`src/rtl/fw_hazard_ctrl.sv`:
```
// Forwarding select and load-use hazard controller for the 5-stage core.
// Optional statistics counters are enabled by defining FWD_STATS_EN.
module fw_hazard_ctrl #(
  parameter int REG_AW = 5,
  parameter int STAT_W = 16
) (
  input  logic              clk,
  input  logic              reset,
  input  logic              id_valid,
  input  logic [REG_AW-1:0] id_rs1,
  input  logic [REG_AW-1:0] id_rs2,
  input  logic              id_use_rs1,
  input  logic              id_use_rs2,
  input  logic [REG_AW-1:0] id_rd,
  input  logic              id_regwrite,
  input  logic              id_memread,
  input  logic              pipe_hold,
  input  logic              flush,
  output logic              stall_id,
  output logic [1:0]        fw_sel_a,
  output logic [1:0]        fw_sel_b
`ifdef FWD_STATS_EN
  ,
  output logic [STAT_W-1:0] stat_stalls,
  output logic [STAT_W-1:0] stat_fwd_mem,
  output logic [STAT_W-1:0] stat_fwd_wb
`endif
);

  localparam logic [1:0] SEL_RF  = 2'b00;
  localparam logic [1:0] SEL_WB  = 2'b10;
  localparam logic [1:0] SEL_MEM = 2'b11;

  logic [REG_AW-1:0] ex_rd, mem_rd, wb_rd;
  logic              ex_we, mem_we, wb_we;
  logic              ex_ld, mem_ld;
  logic [1:0]        sel_a_n, sel_b_n;
  logic              issue;

  // The instruction now in EX will sit in EX/MEM when the ID instruction reaches EX,
  // and the one in MEM will sit in MEM/WB, hence 11 / 10.
  function automatic logic [1:0] fwd_sel(input logic              use_s,
                                         input logic [REG_AW-1:0] s,
                                         input logic [REG_AW-1:0] e_rd,
                                         input logic              e_we,
                                         input logic [REG_AW-1:0] m_rd,
                                         input logic              m_we);
    logic [1:0] sel;
    sel = SEL_RF;
    if (use_s && (s != '0)) begin
      if (e_we && (s == e_rd))      sel = SEL_MEM;
      else if (m_we && (s == m_rd)) sel = SEL_WB;
    end
    return sel;
  endfunction

  assign stall_id = id_valid && ex_ld && ex_we && !flush &&
                    ((id_use_rs1 && (id_rs1 == ex_rd)) || (id_use_rs2 && (id_rs2 == ex_rd)));
  assign issue    = id_valid && !flush && !stall_id;
  assign sel_a_n  = fwd_sel(id_use_rs1, id_rs1, ex_rd, ex_we, mem_rd, mem_we);
  assign sel_b_n  = fwd_sel(id_use_rs2, id_rs2, ex_rd, ex_we, mem_rd, mem_we);

  // ID -> EX -> MEM -> WB shadow pipeline
  always_ff @(posedge clk) begin
    if (reset) begin
      ex_rd    <= '0;
      ex_we    <= 1'b0;
      ex_ld    <= 1'b0;
      mem_rd   <= '0;
      mem_we   <= 1'b0;
      mem_ld   <= 1'b0;
      wb_rd    <= '0;
      wb_we    <= 1'b0;
      fw_sel_a <= SEL_RF;
      fw_sel_b <= SEL_RF;
    end else if (!pipe_hold) begin
      wb_rd  <= mem_rd;
      wb_we  <= mem_we;
      mem_rd <= ex_rd;
      mem_we <= ex_we;
      mem_ld <= ex_ld;
      if (issue) begin
        ex_rd    <= id_rd;
        ex_we    <= id_regwrite && (id_rd != '0);
        ex_ld    <= id_memread;
        fw_sel_a <= sel_a_n;
        fw_sel_b <= sel_b_n;
      end else begin
        ex_rd    <= '0;
        ex_we    <= 1'b0;
        ex_ld    <= 1'b0;
        fw_sel_a <= SEL_RF;
        fw_sel_b <= SEL_RF;
      end
    end
  end

  // WB and MEM-load shadows are kept for visibility only; nothing downstream consumes them.
  logic unused_shadow;
  assign unused_shadow = ^{wb_rd, wb_we, mem_ld};

`ifdef FWD_STATS_EN
  function automatic logic [STAT_W-1:0] sat_inc(input logic [STAT_W-1:0] cnt,
                                                input logic [1:0]        inc);
    logic [STAT_W:0] sum;
    sum = {1'b0, cnt} + {{(STAT_W-1){1'b0}}, inc};
    return sum[STAT_W] ? {STAT_W{1'b1}} : sum[STAT_W-1:0];
  endfunction

  logic [1:0] n_mem, n_wb;
  assign n_mem = {1'b0, issue && (sel_a_n == SEL_MEM)} + {1'b0, issue && (sel_b_n == SEL_MEM)};
  assign n_wb  = {1'b0, issue && (sel_a_n == SEL_WB)}  + {1'b0, issue && (sel_b_n == SEL_WB)};

  always_ff @(posedge clk) begin
    if (reset) begin
      stat_stalls  <= '0;
      stat_fwd_mem <= '0;
      stat_fwd_wb  <= '0;
    end else if (!pipe_hold) begin
      stat_stalls  <= sat_inc(stat_stalls, {1'b0, stall_id});
      stat_fwd_mem <= sat_inc(stat_fwd_mem, n_mem);
      stat_fwd_wb  <= sat_inc(stat_fwd_wb, n_wb);
    end
  end
`endif

endmodule

```
`config.mk`:
```
export PLATFORM = sky130hd
export DESIGN_NAME = fw_hazard_ctrl
export DESIGN_NICKNAME = d
export VERILOG_FILES = /design/src/rtl/fw_hazard_ctrl.sv
export SDC_FILE = /design/constraint.sdc
export NUM_CORES = 1
export LEC_CHECK = 0
export CAP_MARGIN = 20
export CORE_MARGIN = 2
export CORE_UTILIZATION = 35
export DETAILED_ROUTE_END_ITERATION = 10
export GPL_ROUTABILITY_DRIVEN = 0
export PLACE_DENSITY = 0.74
export SLEW_MARGIN = 40
export SYNTH_ARGS = -nofsm -noshare
export SYNTH_HDL_FRONTEND = slang
export SYNTH_SLANG_ARGS = --single-unit
```
`constraint.sdc`:
```
create_clock -name clk -period 1.5 [get_ports clk]
set_input_delay 0.3 -clock clk [delete_from_list [all_inputs] [get_ports clk]]
set_output_delay 0.3 -clock clk [all_outputs]
set_load 0.01 [all_outputs]
```
# Yosys cells after proc, flatten, opt, wreduce, memory -nomap -nowiden
# Index checks and enable logic that the tools add are counted.
[classes]
addsub = 0
multipliers = 0
div = 0
order_cmp = 0
eq_ne = 4
shifts = 0
n_mux = 11
n_bitwise = 0
n_reduce_logical = 21
[ops]
columns = ["cell", "n"]
rows = [
  ["$eq 5x5->1", 4],
  ["$mux 2", 8],
  ["$logic_and 1x1->1", 15],
  ["$reduce_bool 5->1", 3],
  ["$mux 5", 1],
  ["$logic_not 1->1", 2],
  ["$mux 1", 2],
  ["$logic_or 1x1->1", 1],
]
[word_totals]
ff_bits = 17
latch_bits = 0
mem_bits_rw = 0
mem_bits_ro = 0
out_inout_bits = 5
wordCells = 43
mem_count = 0

# Logic depth before layout (Yosys ltp)
[logic_depth]
ltp_word = 7
mapped_depth = 5

# Worst setup path after synthesis
# Ideal clock, no wire load.
[synth_path]
path_kind = "flip-flop to output port"
from = "register ex_rd[2]"
to = "output port stall_id"
t_arrival_ns = 1.336
slack_ns = -0.136
path_stages_with_launch = 6
cell_sequence = "dfxtp_1 xnor2_1 nand3_1 nor3_1 o2bb2a_1 nor2_1"
[synth_between]
elab_chain_len = 4
[synth_rtl]
columns = ["element", "line_no", "text"]
rows = [
  ["start: declaration", "34", "logic [REG_AW-1:0] ex_rd, mem_rd, wb_rd;"],
  ["start signal: assignment", "83", "ex_rd <= id_rd;"],
  ["$eq 5x5->1", "58", "((id_use_rs1 && (id_rs1 == ex_rd)) || (id_use_rs2 && (id_rs2 == ex_rd)));"],
  ["$logic_and 1x1->1", "58", ""],
  ["$logic_or 1x1->1 (*)", "58", ""],
  ["$logic_and 1x1->1 (*)", "57", "assign stall_id = id_valid && ex_ld && ex_we && !flush &&"],
  ["end: declaration", "19", "output logic stall_id,"],
]
# Mark *: on every way between the ends. The rest lies on a longest branch, timed or not.

# Final worst setup path
# Ends and elaborated chain as after synthesis.

==> flow_metrics.tcl <==
set metrics [dict create \
    outcome "finished with violations" \
    violations "negative setup slack" \
    grt_use_met3 0.0302 \
    stdcell_area_um2 1590 \
    grt_max_degree 10 \
    cp.arrival_ps 1560 \
    synthCells 96 \
    finalHoldViolCount 0 \
    slew-limit-headroom 0.724 \
    antennaDiodeCount 0 \
    ys_ff_latch 17 \
    antenna_found_initial 0 \
    drt_iter0_drc 19 \
    final.fill_count 221 \
    core_area_um2 2500 \
    clock-sinks 17 \
    place_hpwl_um 2100 \
    report.final.setup_viol 9 \
    drive_gt1_frac 0.358 \
    cp-startpoint "ex_rd[2]" \
    critPathMaxFanout 4 \
    r2r_slack_ps -120 \
    path_class "reg2out" \
    wl_per_cell_um 15.9 \
    vias 978 \
    max-vdd-ir-drop_mv 0.438 \
    cts_tree "done" \
    cap_violations 0 \
    avgSynthCellArea_um2 9.76 \
    yosysUniqueCellTypes 31 \
    period_needed_ps 1860 \
    numPlacedInstances 174 \
    worst-slew-pin-transition_ps 411 \
    slew_viol_final 0 \
    initial_utilization 0.375 \
    clk_latency_ps 310 \
    synth_warnings 0 \
    clk_pin_slew_ps 120 \
    setup_tns_ps -756 \
    p_per_area_nw_per_um2 589 \
    crit_path_end_kind "output pin" \
    use_met1 0.231 \
    grt_pass1_wl_um 4750 \
    clk_root_buffer_cell "clkbuf_4" \
    area.growth.synth_to_final_pct 70.0 \
    dpl_cell_area_um2 1430 \
    crit_required_ps 1200 \
    fmax_ghz 0.539 \
    hp-start "reset" \
    total_power_mw 0.939 \
    hold_buffers 0 \
    wl_um 2870 \
    die_height_um 55.7 \
    pre_cts_ws_ps -974 \
    ys_seq_area_frac 0.363 \
    first_pass_iters 4 \
    ios 29 \
    fin_worst_skew_ps 11.8 \
    rsz0062_at_grt "true" \
    top_usage_layer "met2" \
    grt_usage 0.199 \
    numPortBuffers 28 \
    nNetsFinal 176 \
    design.die.area_um2 3110 \
    p_leak_nw 0.697 \
    met2_usage 0.366 \
    syn_nets 120 \
    netlist_area_um2 937 \
    startpoint_type "flop" \
    r2r_start "ex_we" \
    ant_nets 0 \
    fin_ws_ps -356 \
    first_global_vias 1007 \
    dieWidth_um 55.7 \
    cts_max_path_buffers 2 \
    routed_via_density 5.40 \
    htree_levels 1 \
    drc_errors 0 \
    hold_class "in2reg" \
    fin_cells 181 \
    grt.overflow.total 0 \
    placementRows 18 \
    cts_buffers 3 \
    finalCritPeriodShare 1.24 \
]
==> timing repair <==
action | in CTS | in global routing
pin swaps | 14 | 4
resized for setup | 38 | 10
buffers inserted | 4 | 1
endpoints found under the setup margin | 13 | 13
==> path summary, 6_finish.rpt <==
check | end | cells past startpoint
worst max-delay path | stall_id | 6
worst min-delay path | mem_rd[2] | 3
worst max register to register | fw_sel_a[0] | 5
worst min register to register | fw_sel_b[0] | 2
==> Yosys cell counts <==
| library cell | number | area [um2] |
|---|---|---|
| xnor2_1 | 14 | 123 |
| and4b_1 | 1 | 10.0 |
| nor2_1 | 8 | 30.0 |
| nor4_1 | 1 | 6.26 |
| buf_6 | 1 | 11.3 |
| o31ai_1 | 2 | 15.0 |
| and3_1 | 1 | 6.26 |
| a311oi_1 | 1 | 8.76 |
| or4_1 | 3 | 22.5 |
| o31a_1 | 1 | 8.76 |
| xor2_1 | 6 | 52.6 |
| clkbuf_1 | 2 | 7.51 |
| o21ai_0 | 3 | 15.0 |
| nor4b_4 | 1 | 23.8 |
| nand3_1 | 2 | 10.0 |
| nand2_1 | 5 | 18.8 |
| o31ai_2 | 1 | 12.5 |
| a31oi_1 | 1 | 6.26 |
| a32o_1 | 2 | 20.0 |
| o211ai_1 | 1 | 7.51 |
| nor3_1 | 1 | 5.00 |
| a22o_1 | 7 | 61.3 |
| nand4_1 | 2 | 12.5 |
| dfxtp_1 | 17 | 340 |
| o2bb2a_1 | 1 | 10.0 |
| mux2i_1 | 6 | 60.1 |
| nor2b_1 | 1 | 6.26 |
| or3_1 | 1 | 6.26 |
| nand3b_1 | 1 | 7.51 |
| inv_1 | 1 | 3.75 |
| nand4b_1 | 1 | 8.76 |
==> sequential cells by signal (all words and copies together) (netlist names) <==
signal	count
ex_we	1
fw_sel_a	2
ex_rd	5
mem_rd	5
mem_we	1
fw_sel_b	2
ex_ld	1
==> layer usage <==
layer	routed length, um	vias to the layer above	share of wire
met3	119	6	0.041
met1	1150	474	0.40
met2	1550	32	0.54
met5	0	-	0
met4	54	0	0.019
li1	-	466	-
==> stage by stage <==
step / hold WS, ps / util
3_5_place_dp: 452 / 0.571
3_3_place_gp: 448 / 0.571
5_1_grt: 412 / 0.637
2_1_floorplan: 426 / -
6_report: 411 / 0.637
4_1_cts: 469 / 0.625
==> power by group <==
part | switching [mW] | internal [mW] | total [mW]
clock | 0.165 | 0.104 | 0.268
sequential | 0.0101 | 0.451 | 0.461
combinational | 0.0869 | 0.122 | 0.209
total | 0.262 | 0.677 | 0.939
==> cells in the final DEF, fill, tap and decap left out, types with 2 or more instances in the layout <==
| cell type | Yosys | routed |
|---|---|---|
| dlygate4sd2_1 | 0 | 11 |
| xnor2_1 | 14 | 8 |
| mux2i_1 | 6 | 6 |
| or4_1 | 3 | 2 |
| nand2_1 | 5 | 5 |
| buf_4 | 0 | 26 |
| xnor2_2 | 0 | 6 |
| a22o_1 | 7 | 7 |
| nor2_1 | 8 | 7 |
| dlymetal6s2s_1 | 0 | 4 |
| buf_2 | 0 | 2 |
| o31ai_2 | 1 | 2 |
| clkbuf_4 | 0 | 3 |
| o21ai_1 | 0 | 2 |
| a32o_1 | 2 | 2 |
| dfxtp_1 | 17 | 12 |
| xor2_1 | 6 | 4 |
| clkdlybuf4s50_1 | 0 | 11 |
| nand4_1 | 2 | 2 |
| dfxtp_4 | 0 | 5 |
==> kinds of logic (layout without fill, tap and decap cells) <==
kind of cell,count (synthesis),in the layout,synth area share
xor gates and xnor gates,20,20,0.187
and+or+nand+nor,29,29,0.186
DFF,17,17,0.363
buffers and inverters,4,59,0.0240
muxes,6,6,0.0641
AOI/OAI and AO/OA,20,20,0.176
==> area by class of cell <==
class                      count  area, um2  area share
clock buffer                   4       26.3      0.0165
tap                           30       37.5      0.0236
inverter                       1       3.75     0.00236
timing repair buffer          54        462       0.290
sequential                    17        359       0.225
multi-input combinational     75        704       0.442
==> critical path, cell delays in order (launching register included) <==
cell and delay, ps:
dfxtp_4 390, xnor2_2 140, nand3_1 100, nand3b_1 200
o2bb2a_4 220, nor2_2 70, buf_2 130
Power figures use the tool's default switching activity.
